--- src/rtl/mc_ctrl.sv ---
// rtl/mc_ctrl.sv - multi-cycle MIPS-subset control FSM
//
// Sequences a multi-cycle datapath through fetch, decode, address,
// memory, execute and write-back steps for addu, subu, jr, ori, lui,
// lw, sw, beq and j. Anything else raises a one-cycle illegal pulse
// in DECODE and returns to FETCH.
//
// Optional feature: define MC_CTRL_PERF_EN to build the cycle and
// instruction counters. Without it both counter ports read zero.
//
// Ports:
//   clk        system clock, rising-edge active
//   reset      asynchronous active-high reset
//   opcode     IR[31:26], stable between IRWr pulses
//   funct      IR[5:0]
//   zero       ALU equality flag (A == B)
//   ALUop      00 add, 01 sub, 10 or
//   PCWr       PC write enable
//   IRWr       IR write enable
//   RegWr      register file write enable
//   MemWr      data memory write enable
//   RegDst     0 = rt, 1 = rd
//   MemtoReg   0 = ALU result, 1 = memory data
//   ALUSrcB    0 = register B, 1 = extended immediate
//   ExtOp      00 zero-ext, 01 sign-ext, 10 imm<<16
//   NPCsel     00 PC+4, 01 branch, 10 jump, 11 rs
//   illegal    unsupported-instruction pulse (DECODE only)
//   state      current FSM state, debug
//   cycle_cnt  non-reset cycles seen (MC_CTRL_PERF_EN)
//   instr_cnt  completed instructions (MC_CTRL_PERF_EN)

module mc_ctrl (
    input  logic        clk,
    input  logic        reset,
    input  logic [5:0]  opcode,
    input  logic [5:0]  funct,
    input  logic        zero,
    output logic [1:0]  ALUop,
    output logic        PCWr,
    output logic        IRWr,
    output logic        RegWr,
    output logic        MemWr,
    output logic        RegDst,
    output logic        MemtoReg,
    output logic        ALUSrcB,
    output logic [1:0]  ExtOp,
    output logic [1:0]  NPCsel,
    output logic        illegal,
    output logic [3:0]  state,
    output logic [31:0] cycle_cnt,
    output logic [31:0] instr_cnt
);

    typedef enum logic [3:0] {
        FETCH  = 4'd0,
        DECODE = 4'd1,
        MA     = 4'd2,
        MR     = 4'd3,
        MW     = 4'd4,
        MWB    = 4'd5,
        EXE    = 4'd6,
        RWB    = 4'd7,
        IWB    = 4'd8,
        BR     = 4'd9,
        JMP    = 4'd10
    } state_t;

    localparam logic [5:0] OP_RTYPE = 6'b000000;
    localparam logic [5:0] OP_ORI   = 6'b001101;
    localparam logic [5:0] OP_LUI   = 6'b001111;
    localparam logic [5:0] OP_LW    = 6'b100011;
    localparam logic [5:0] OP_SW    = 6'b101011;
    localparam logic [5:0] OP_BEQ   = 6'b000100;
    localparam logic [5:0] OP_J     = 6'b000010;

    localparam logic [5:0] FN_ADDU  = 6'b100001;
    localparam logic [5:0] FN_SUBU  = 6'b100011;
    localparam logic [5:0] FN_JR    = 6'b001000;

    localparam logic [1:0] ALU_ADD  = 2'b00;
    localparam logic [1:0] ALU_SUB  = 2'b01;
    localparam logic [1:0] ALU_OR   = 2'b10;

    localparam logic [1:0] EXT_ZERO = 2'b00;
    localparam logic [1:0] EXT_SIGN = 2'b01;
    localparam logic [1:0] EXT_LUI  = 2'b10;

    localparam logic [1:0] NPC_SEQ  = 2'b00;
    localparam logic [1:0] NPC_BR   = 2'b01;
    localparam logic [1:0] NPC_J    = 2'b10;
    localparam logic [1:0] NPC_JR   = 2'b11;

    state_t cur_state;
    state_t next_state;

    logic is_addu, is_subu, is_jr;
    logic is_ori, is_lui, is_lw, is_sw, is_beq, is_j;
    logic is_rtype, is_legal;

    // Instruction decode from the held IR fields.
    always_comb begin
        is_rtype = (opcode == OP_RTYPE);
        is_addu  = is_rtype && (funct == FN_ADDU);
        is_subu  = is_rtype && (funct == FN_SUBU);
        is_jr    = is_rtype && (funct == FN_JR);
        is_ori   = (opcode == OP_ORI);
        is_lui   = (opcode == OP_LUI);
        is_lw    = (opcode == OP_LW);
        is_sw    = (opcode == OP_SW);
        is_beq   = (opcode == OP_BEQ);
        is_j     = (opcode == OP_J);
        is_legal = is_addu | is_subu | is_jr | is_ori | is_lui |
                   is_lw | is_sw | is_beq | is_j;
    end

    // Next-state logic. Encodings 11-15 fall to the default and
    // recover to FETCH on the next edge.
    always_comb begin
        next_state = FETCH;
        case (cur_state)
            FETCH:  next_state = DECODE;
            DECODE: begin
                if (is_lw || is_sw)
                    next_state = MA;
                else if (is_addu || is_subu || is_ori || is_lui)
                    next_state = EXE;
                else if (is_beq)
                    next_state = BR;
                else if (is_j || is_jr)
                    next_state = JMP;
                else
                    next_state = FETCH;
            end
            MA:     next_state = is_lw ? MR : MW;
            MR:     next_state = MWB;
            EXE:    next_state = is_rtype ? RWB : IWB;
            MW, MWB, RWB, IWB, BR, JMP:
                    next_state = FETCH;
            default: next_state = FETCH;
        endcase
    end

    always_ff @(posedge clk or posedge reset) begin
        if (reset)
            cur_state <= FETCH;
        else
            cur_state <= next_state;
    end

    assign state = cur_state;

    // Control outputs: Moore on state, qualified by the instruction
    // for the EXE/write-back and jump steps.
    always_comb begin
        ALUop    = ALU_ADD;
        PCWr     = 1'b0;
        IRWr     = 1'b0;
        RegWr    = 1'b0;
        MemWr    = 1'b0;
        RegDst   = 1'b0;
        MemtoReg = 1'b0;
        ALUSrcB  = 1'b0;
        ExtOp    = EXT_ZERO;
        NPCsel   = NPC_SEQ;
        illegal  = 1'b0;

        case (cur_state)
            FETCH: begin
                PCWr   = 1'b1;
                IRWr   = 1'b1;
                NPCsel = NPC_SEQ;
            end
            DECODE: begin
                illegal = ~is_legal;
            end
            MA, MR, MW: begin
                ALUop   = ALU_ADD;
                ALUSrcB = 1'b1;
                ExtOp   = EXT_SIGN;
                MemWr   = (cur_state == MW);
            end
            MWB: begin
                RegWr    = 1'b1;
                RegDst   = 1'b0;
                MemtoReg = 1'b1;
            end
            EXE, RWB, IWB: begin
                // ALU controls stay stable through write-back so the
                // result being written is the one just computed.
                if (is_subu) begin
                    ALUop = ALU_SUB;
                end else if (is_ori) begin
                    ALUop   = ALU_OR;
                    ALUSrcB = 1'b1;
                    ExtOp   = EXT_ZERO;
                end else if (is_lui) begin
                    ALUop   = ALU_ADD;
                    ALUSrcB = 1'b1;
                    ExtOp   = EXT_LUI;
                end else begin
                    ALUop = ALU_ADD;
                end
                if (cur_state == RWB) begin
                    RegWr  = 1'b1;
                    RegDst = 1'b1;
                end else if (cur_state == IWB) begin
                    RegWr  = 1'b1;
                    RegDst = 1'b0;
                end
            end
            BR: begin
                ALUop  = ALU_SUB;
                ExtOp  = EXT_SIGN;
                NPCsel = NPC_BR;
                PCWr   = zero;
            end
            JMP: begin
                PCWr   = 1'b1;
                NPCsel = is_jr ? NPC_JR : NPC_J;
            end
            default: begin
                // Unused encodings: everything stays at its default.
            end
        endcase

        // Reset kills all write enables at once, so an instruction
        // interrupted mid-flight cannot complete its write.
        if (reset) begin
            PCWr    = 1'b0;
            IRWr    = 1'b0;
            RegWr   = 1'b0;
            MemWr   = 1'b0;
            illegal = 1'b0;
        end
    end

`ifdef MC_CTRL_PERF_EN
    logic completing;

    // An instruction retires when a terminal step hands back to FETCH.
    // The illegal DECODE->FETCH path and recovery from unused
    // encodings are deliberately not counted.
    assign completing = (next_state == FETCH) &&
                        (cur_state inside {MW, MWB, RWB, IWB, BR, JMP});

    always_ff @(posedge clk or posedge reset) begin
        if (reset) begin
            cycle_cnt <= 32'd0;
            instr_cnt <= 32'd0;
        end else begin
            cycle_cnt <= cycle_cnt + 32'd1;
            if (completing)
                instr_cnt <= instr_cnt + 32'd1;
        end
    end
`else
    assign cycle_cnt = 32'd0;
    assign instr_cnt = 32'd0;
`endif

endmodule

--- config.mk ---
export PLATFORM = sky130hd
export DESIGN_NAME = mc_ctrl
export DESIGN_NICKNAME = d
export VERILOG_FILES = /design/src/rtl/mc_ctrl.sv
export SDC_FILE = /design/constraint.sdc
export NUM_CORES = 1
export LEC_CHECK = 0
export CORE_ASPECT_RATIO = 2
export CORE_UTILIZATION = 24
export CTS_CLUSTER_DIAMETER = 150
export DETAILED_ROUTE_END_ITERATION = 8
export MAX_ROUTING_LAYER = met4
export PLACE_DENSITY = 0.69
export SETUP_SLACK_MARGIN = 0.2
export SYNTH_ARGS = -nofsm -noshare
export SYNTH_HDL_FRONTEND = slang
export SYNTH_SLANG_ARGS = --single-unit
--- constraint.sdc ---
create_clock -name clk -period 2.2 [get_ports clk]
set_clock_uncertainty 0.2 [all_clocks]
set_input_delay 0.44 -clock clk [delete_from_list [all_inputs] [get_ports clk]]
set_output_delay 0.44 -clock clk [all_outputs]
set_load 0.05 [all_outputs]
==> summary.md, run 1 <==
| Metric | Value |
|---|---|
| Status | complete, but fails checks |
| Failing checks | setup timing |
| Net Sw Power | between 700 and 800 uW |
| Clock Tree Buf Depth | 2 |
| Leakage power | 0.941 nW |
| Syn. warnings | 0 |
| Antenna Cells | 0 |
| Via/cell ratio | 4.20 |
| Worst reg2reg path depth | 5 |
| Ys flop type | dfrtp_1 |
| Main combinational cell family by area after synthesis | buffers and inverters |
| WL/cell | between 10 and 15 um |
| First-pass GRT wire length | around 5100 um |
| Syn_area_per_cell | 7.24 um2 |
| Async S/R FF share, synth | 1.00 |
| Final setup vio count | 11 |
| CP max FO | 2 |
| Fillers | 442 |
| Power, Total | between 1 and 1.5 mW |
| Top cells by count, synth | 64 x buf_4, 10 x a21oi_1, 9 x nor2_1 |
| DR WL met3 | 195 um |
| Seq/Total Area, Yosys | 0.0892 |
| Top cell family by delay on the critical path | simple AND/OR/NAND/NOR gates |
| R2R Path Start | state[3] |
| Period utilization | 1.14 |
| Area grow syn2layout | 84.6% |
| Most common cell in the netlist | buf_4 |
| Area contributors post-synth | buf_4 43%, dfrtp_1 8.9%, a21oi_1 4.5%, nor2_1 3.0%, nand4_1 2.2% |
| GRT overflow | 0 |
| Total of max-cap violations | 0 |
| Int Power | 594 uW |
| Initial antenna violation count | 0 |
| Max Used Layer | met4 |
| CP Launch Point | state[3] |
| Fin area | 2070 um2 |
| Number of flops mapped to enable cells by yosys | 0 |
| Final hold slack | 0.351 ns |
| Area share of the largest cell type after synthesis | 0.428 |
| Ports | 97 |
| Kind of critical path | flip-flop to output pin |
| Flop pwr share | 0.072 |
| Clock latency on the worst-skew pair | roughly 0.22 ns |
| Clk pin slew, worst setup/hold paths | 0.03 ns |
| RSZ-0062 raised after global routing | true |
| Crit path required time | 1.56 ns |
| Crit path DAT | roughly 1.9 ns |
| Max reg flops | 4 |
| Vias in the first global route | about 1100 |
| Pwr Density | 634 nW/um2 |
| Hold Fails Final Rpt | 0 |
| Die W | ~50 um |
| Met2 wire length | 2010 um |
| CTS Hold Bufs | 0 |
| Pre-antenna DRT Iters | 4 |
| Peak Freq | 0.399 GHz |
| Synth Area in Compound Gates | 0.157 |
| Final core occ | 0.468 |
| Htree depth | 1 |
| Gp weighted congestion | 0.928 |
| DRT antenna net count | 0 |
| Synth area leader | buf_4 |
| CTS root buf | clkbuf_8 |
| Clk sinks | 4 |
| Crit path time final | 2.51 ns |
| Initial core utilization | 0.254 |
| DRC violation total after the first TritonRoute iteration | 11 |
| Synthesized netlist cell count | 155 |
| Die area | 4970 um2 |
| Worst path cell trace | or4b_4 > o21ba_4 > nand3_4 > nor3_4 > buf_6 |
| # rows | 34 |
| Clock Power Share | 0.124 |
| Synthesized area | 1120 um2 |
| VDD IR max | 0.000454 V |
| XOR/XNOR Fraction of Synth Area | 0 |
| Largest net degree at the start of global routing | 19 |
| Adder-Cell Fraction of Synth Area | 0 |
| Critical register-to-register path endpoint | state[0] |
| Gate power share | 0.803 |
| CTS tree | built |
| M1 wire length | approximately 1000 um |
| Share of cells above drive strength 1 | 0.530 |
| Sum Neg Setup Slack | -1.75 ns |
| CP bufs+invs | 1 |
| Share of total power consumed by net switching | 0.547 |
| Crit start category | flip-flop |
| Crit path largest cell delay | 0.57 ns |
| R2R Setup Slk | approximately 0.21 ns |
| Worst setup margin | -0.307 ns |
| Slowest-stage cell, CP | or4b_4 |
| # DRC | 0 |
| Worst min-delay path category | primary input to async pin |
| Port bufs | 32 |
| Simple-Gate Fraction of Synth Area | 0.273 |
| Crit end category | output pin |
| TritonCTS buffer count | 3 |
| Die Ht | around 99 um |
| Synth unique cells | 43 |
| Placed Instance Area | 1690 um2 |
| Final WL | 3330 um |
| Proportion of synthesized area in mux cells | 0.00892 |
| Slew Viols, Final | 0 |
| DR vias | 1211 |
| Final nets | 250 |
| Core ar. | 4420 um2 |
| GRT Total Usage | 0.136 |
| Synthesized flop and latch total | 4 |
| Detailed Place HPWL | approximately 2500 um |
placed cells by master, fill, tap and decap left out, types with 2 or more instances in the layout:
| master | Yosys | layout |
|---|---|---|
| nor2_1 | 9 | 2 |
| buf_2 | 3 | 4 |
| a21oi_1 | 10 | 5 |
| or4b_4 | 1 | 2 |
| o31a_1 | 2 | 2 |
| a21oi_2 | 0 | 4 |
| nor2b_4 | 0 | 3 |
| or4bb_1 | 2 | 2 |
| buf_8 | 0 | 2 |
| o21ai_4 | 0 | 2 |
| dlygate4sd2_1 | 0 | 2 |
| buf_4 | 64 | 42 |
| buf_12 | 0 | 13 |
| clkbuf_8 | 0 | 3 |
| nor3_4 | 0 | 4 |
| nand2_1 | 5 | 4 |
| nand4_1 | 4 | 4 |
| nor2_4 | 0 | 2 |
| nor4b_4 | 0 | 2 |
| buf_6 | 1 | 15 |
| nand3_1 | 4 | 2 |
| nand2b_4 | 0 | 2 |
| conb_1 | 1 | 64 |
| nor2_2 | 0 | 5 |
| clkdlybuf4s50_1 | 0 | 2 |
| inv_1 | 3 | 3 |
| dfrtp_2 | 0 | 3 |
| clkdlybuf4s15_2 | 0 | 2 |
stage by stage:
| step | worst slack, ns | instances |
|---|---|---|
| final | -0.307 | 288 |
| after global routing | -0.370 | 288 |
| after CTS | -0.313 | 283 |
| after detailed placement | -0.649 | 268 |
| after global placement | -0.635 | 268 |
| after floorplan | -0.475 | 218 |
cell families (layout without fill, tap and decap cells):
family,after synthesis,in the layout
DFF,4,4
AOI/OAI and AO/OA,26,26
muxes,1,1
other,1,64
buffers and inverters,73,89
and+or+nand+nor,50,50
worst min-delay path: cells and delay by family:
kind,cells,cell delay (ns)
buffers and inverters,3,0.67
metal layers:
layer,GRT usage,up-vias
met2,0.283,73
met1,0.116,565
met4,0.0491,0
met5,-,-
met3,0.00926,6
li1,-,567
area by class of cell:
class / count / area [um2] / share of cell area
sequential: 4 / 104 / 0.0501
tap: 54 / 67.6 / 0.0326
multi-input combinational: 141 / 990 / 0.478
clock buffer: 4 / 45.0 / 0.0217
timing repair buffer: 82 / 855 / 0.412
inverter: 3 / 11.3 / 0.00543
power groups by stage:
stage | registers [mW] | logic, mW | clock network (mW)
after floorplan | 0.150 | 0.698 | 0
after global placement | 0.0944 | 0.937 | 0
after detailed placement | 0.0953 | 0.946 | 0
after CTS | 0.0949 | 1.02 | 0.167
after global routing | 0.0959 | 1.10 | 0.176
final | 0.0951 | 1.05 | 0.163
timing repair:
item,4_1_cts,5_1_grt
resized for setup,88,9
pin swaps,22,13
buffers inserted,11,5
setup endpoints to repair,17,16
how the worst max path moves through the flow:
stage,endpoint,slack (ns),depth (start not counted)
floorplan,illegal,-0.48,5
global placement,illegal,-0.64,7
detailed placement,NPCsel[0],-0.65,6
CTS,illegal,-0.31,5
global route,illegal,-0.37,5
finish,illegal,-0.31,5
Note: power is estimated with default switching activity, not from simulation.
==> run 2, diff against run 1 <==
--- a/config.mk
+++ b/config.mk
@@ -11,6 +11,7 @@
 export DETAILED_ROUTE_END_ITERATION = 8
 export MAX_ROUTING_LAYER = met4
 export PLACE_DENSITY = 0.69
+export RECOVER_POWER = 100
 export SETUP_SLACK_MARGIN = 0.2
 export SYNTH_ARGS = -nofsm -noshare
 export SYNTH_HDL_FRONTEND = slang
==> run 2 against run 1 <==
  * The run still ends with setup timing left
  * Critical path depth unchanged
  * Die area unchanged
  * Register-to-register slack about the same
  * Count of clock-buffer cells in the layout unchanged
  * Worst hold slack about the same
  * Flip-flop and latch count unchanged
  * Largest cell class unchanged
==> summary.md, run 2 (synthesized netlist as in run 1, its figures left out) <==
| Metric | Value |
|---|---|
| Worst min-delay path category | primary input to async pin |
| Crit path DAT | 1.86 ns |
| Antenna Cells | 0 |
| Port bufs | 32 |
| Peak Freq | 0.400 GHz |
| Final WL | 3340 um |
| # DRC | 0 |
| Placed Instance Area | between 1500 and 2000 um2 |
| Share of cells above drive strength 1 | 0.509 |
| Kind of critical path | flip-flop to output pin |
| Total of max-cap violations | 0 |
| Clk pin slew, worst setup/hold paths | 0.03 ns |
| DRC violation total after the first TritonRoute iteration | 17 |
| Most common cell after layout, fill and taps aside | conb_1 |
| Max reg flops | 4 |
| Die Ht | about 100 um |
| Register Area | 104 um2 |
| TritonCTS buffer count | 3 |
| Pwr Density | 639 nW/um2 |
| WL/cell | 11.6 um |
| Worst setup margin | -0.302 ns |
| Hold Fails Final Rpt | 0 |
| Relative slew margins | 0.605 |
| Die W | 50.4 um |
| Via/cell ratio | 4.25 |
| Failing checks | setup timing |
| # rows | 34 |
| Core ar. | 4420 um2 |
| Leakage power | 0.924 nW |
| Area grow syn2layout | 80.8% |
| Worst Tran Pin Value | 0.596 ns |
| Die area | 4970 um2 |
| Htree depth | 1 |
| Vias in the first global route | 1114 |
| Final setup vio count | 11 |
| Gp weighted congestion | roughly 0.93 |
| Multi-input logic area | 980 um2 |
| Status | complete, but fails checks |
| Slew Viols, Final | 0 |
| CTS tree | built |
| Final hold slack | 0.351 ns |
| Fin area | slightly above 2000 um2 |
| Slowest-stage cell, CP | or4b_4 |
| Clock latency on the worst-skew pair | 0.22 ns |
| First-pass GRT wire length | 5060 um |
| RSZ-0062 raised after global routing | true |
| Clock Tree Buf Depth | 2 |
| Detailed Place HPWL | 2540 um |
| Initial core utilization | 0.254 |
| Initial antenna violation count | 0 |
| Crit path required time | 1.56 ns |
| Ports | between 90 and 100 |
| CP max FO | 2 |
| Pre-antenna DRT Iters | 2 |
| Largest net degree at the start of global routing | 19 |
| Period utilization | 1.14 |
| Clk sinks | 4 |
| Crit start category | flip-flop |
| Crit path largest cell delay | roughly 0.57 ns |
| DR vias | 1223 |
| Crit end category | output pin |
| VDD IR max | between 0.0004 and 0.0005 V |
| Crit path time final | 2.50 ns |
| Fillers | about 450 |
| GRT overflow | 0 |
| Final nets | 250 |
| Worst path cell trace | or4b_4 > o21ba_4 > nand3_4 > nor3_4 > buf_6 |
| CTS root buf | clkbuf_8 |
| GRT Total Usage | 0.136 |
| Commonest non-fill, non-tap cells in the layout | 64 x conb_1, 38 x buf_4, 14 x buf_6, 12 x buf_12 |
| DRT antenna net count | 0 |
[run 2: cell types whose count changed in the layout (fill, tap and decap cells not counted), sizes merged]
cell and delta:
buf -5, clkbuf +5
[run 2: metrics by stage]
stage	power (mW)	util	setup TNS, ns	instances	worst slack [ns]
floorplan	0.848	-	-3.64	218	-0.475
global route	1.35	0.459	-2.41	288	-0.370
CTS	1.28	0.451	-1.04	283	-0.313
detailed placement	1.04	0.382	-3.75	268	-0.649
finish	1.30	0.459	-1.73	288	-0.302
global placement	1.03	0.382	-3.54	268	-0.635
[run 2: final timing paths]
check	slack [ns]	from	cells after the start	to
min	0.35	reset	3	state[0]
max	-0.30	state[3]	5	illegal
min in group clk	0.56	opcode[3]	4	state[2]
max reg2reg	0.21	state[3]	5	state[0]
max in group asynchronous	1.29	reset	3	state[1]
min reg2reg	0.74	state[1]	3	state[2]
[run 2: power breakdown]
group | total (mW) | switching, mW | internal (mW)
Combinational | 1.04 | 0.672 | 0.367
Clock | 0.163 | 0.0393 | 0.124
Sequential | 0.0951 | 0.00631 | 0.0888
[run 2: what timing repair did]
action	in CTS	in global routing
pin swaps	22	13
hold buffers	0	0
gates resized for setup	88	9
buffers inserted	11	5
endpoints found under the setup margin	17	16
[run 2: per-layer routing]
metal,share of wire,global-route usage,vias up
li1,-,-,571
met5,0,-,-
met4,0.024,0.0491,0
met2,0.60,0.283,77
met3,0.058,0.00926,6
met1,0.31,0.116,569
[run 2: worst max-delay path, delay by kind of cell (launching register included)]
kind                   cells  cell delay (ns)
DFF                        1             0.39
AOI/OAI and AO/OA          1             0.27
and+or+nand+nor            3             0.82
buffers and inverters      1             0.18
[run 2: final cells by class]
type	instances	share of cell area
clock buffer	4	0.0222
timing repair buffer	82	0.405
tap	54	0.0333
inverter	3	0.00555
multi-input combinational	141	0.483
sequential	4	0.0512
==> run 3, diff against run 2 <==
--- a/config.mk
+++ b/config.mk
@@ -6,6 +6,7 @@
 export NUM_CORES = 1
 export LEC_CHECK = 0
 export CORE_ASPECT_RATIO = 2
+export CORE_MARGIN = 3
 export CORE_UTILIZATION = 24
 export CTS_CLUSTER_DIAMETER = 150
 export DETAILED_ROUTE_END_ITERATION = 8
==> run 3 against run 2 <==
  * The run still ends with setup timing left
  * Cell count up 3.1%
  * Flip-flop and latch count unchanged
  * Non-clock buffer count rose by 9
  * Register-to-register slack lost 0.22 ns
  * Core utilization grew 2.3 points
  * Routed wire length grew 9.0%
  * Critical endpoint unchanged
  * Largest cell class unchanged
==> summary.md, run 3 (synthesized netlist as in run 1, its figures left out) <==
| Metric | Value |
|---|---|
| Max reg flops | 4 |
| Port bufs | 32 |
| Peak Freq | 0.414 GHz |
| Crit path DAT | 1.78 ns |
| Relative slew margins | 0.605 |
| Worst setup margin | -0.216 ns |
| Crit start category | flip-flop |
| Worst reg2reg path depth | 7 |
| Status | complete, but fails checks |
| Share of cells above drive strength 1 | 0.535 |
| Final setup vio count | 10 |
| WL/cell | 12.3 um |
| VDD IR max | about 0.00048 V |
| Final core occ | 0.481 |
| Die W | 54.4 um |
| TritonCTS buffer count | 3 |
| Gp weighted congestion | around 0.90 |
| # DRC | 0 |
| Period utilization | 1.10 |
| Clk sinks | 4 |
| Worst Tran Pin Value | 0.595 ns |
| Initial antenna violation count | 0 |
| Crit end category | output pin |
| Fin area | about 2100 um2 |
| Ports | 97 |
| Kind of critical path | flip-flop to output pin |
| Die Ht | a little over 100 um |
| RSZ-0062 raised after global routing | true |
| Area grow syn2layout | 89.7% |
| GRT overflow | 0 |
| Commonest non-fill, non-tap cells in the layout | 64 x conb_1, 39 x buf_4, 23 x buf_6, 10 x buf_12 |
| First-pass GRT wire length | 5070 um |
| DRC violation total after the first TritonRoute iteration | 49 |
| CTS tree | built |
| Die area | between 5000 and 6000 um2 |
| Initial core utilization | 0.254 |
| Most common cell after layout, fill and taps aside | conb_1 |
| CP max FO | 2 |
| Worst min-delay path category | primary input to async pin |
| GRT Total Usage | 0.127 |
| Htree depth | 1 |
| CTS root buf | clkbuf_8 |
| Hold Fails Final Rpt | 0 |
| # rows | 34 |
| Critical register-to-register path endpoint | state[0] |
| Clk pin slew, worst setup/hold paths | approximately 0.030 ns |
| Antenna Cells | 0 |
| Core ar. | 4420 um2 |
| Detailed Place HPWL | 2660 um |
| Via/cell ratio | about 4.3 |
| DRT antenna net count | 0 |
| Crit path time final | 2.42 ns |
| DR vias | 1263 |
| Failing checks | setup timing |
| Crit path required time | 1.56 ns |
| Setup WS pre-CTS | -0.642 ns |
| Total of max-cap violations | 0 |
| Slew Viols, Final | 0 |
| Pwr Density | 727 nW/um2 |
| Final WL | 3640 um |
| R2R Path Start | state[3] |
| Final nets | 259 |
| Clock Tree Buf Depth | 2 |
| Vias in the first global route | 1155 |
| Clock latency on the worst-skew pair | 0.21 ns |
| Leakage power | 0.971 nW |
| Largest net degree at the start of global routing | 19 |
| R2R Setup Slk | -0.01 ns |
| Placed Instance Area | 1700 um2 |
| Pre-antenna DRT Iters | 4 |
-- run 3: changes by cell type in the layout (fill, tap and decap cells not counted), moves of 2 or more --
cell,change
clkbuf_2,+4
clkdlybuf4s15_2,-2
nor2_4,+2
buf_6,+9
buf_12,-2
buf_2,-2
nor2_2,-3
-- run 3: report_power, final --
part	switching [mW]	internal (mW)	total, mW
logic	0.733	0.556	1.29
registers	0.0107	0.0892	0.0999
clock network	0.0350	0.123	0.158
total	0.779	0.769	1.55
-- run 3: cell type report --
cell class,instances,area (um2)
fillers,421,2290
multi-input cells,141,997
repair buffers,91,902
flip-flops and latches,4,104
well taps,54,67.6
clock buffers,4,45.0
inverters,3,13.8
-- run 3: stage by stage --
step / hold slack [ns] / TNS, ns / std cells / power, mW
finish: 0.322 / -1.14 / 297 / 1.55
global route: 0.344 / -1.72 / 297 / 1.62
CTS: 0.320 / -0.948 / 290 / 1.47
detailed placement: 0.709 / -3.41 / 269 / 1.03
global placement: 0.681 / -3.38 / 269 / 1.02
floorplan: 0.00588 / -3.64 / 218 / 0.848
-- run 3: worst max path at each step --
stage	to	cells past startpoint	slack (ns)	start
4_1_cts	illegal	5	-0.22	state[3]
6_report	illegal	5	-0.22	state[3]
3_5_place_dp	NPCsel[0]	6	-0.64	opcode[0]
2_1_floorplan	illegal	5	-0.48	state[3]
3_3_place_gp	illegal	7	-0.63	funct[2]
5_1_grt	illegal	5	-0.27	state[3]
-- run 3: critical path, cell delays in order (launching register included) --
cell     delay [ns]
dfrtp_2        0.40
or4b_4         0.55
o21ba_4        0.25
nand3_4        0.07
nor3_4         0.12
buf_6          0.18
-- run 3: layer usage --
| metal | global-route usage | wire, um |
|---|---|---|
| met3 | 0.0174 | 311 |
| met4 | 0.0633 | 111 |
| met1 | 0.104 | 1080 |
| met5 | - | 0 |
| met2 | 0.250 | 2140 |
-- run 3: timing repair --
action,in CTS,in global routing
gates resized for setup,96,20
hold endpoints to repair,0,0
hold buffers,0,0
setup endpoints to repair,17,17
pin swaps,25,12
buffers inserted,17,7
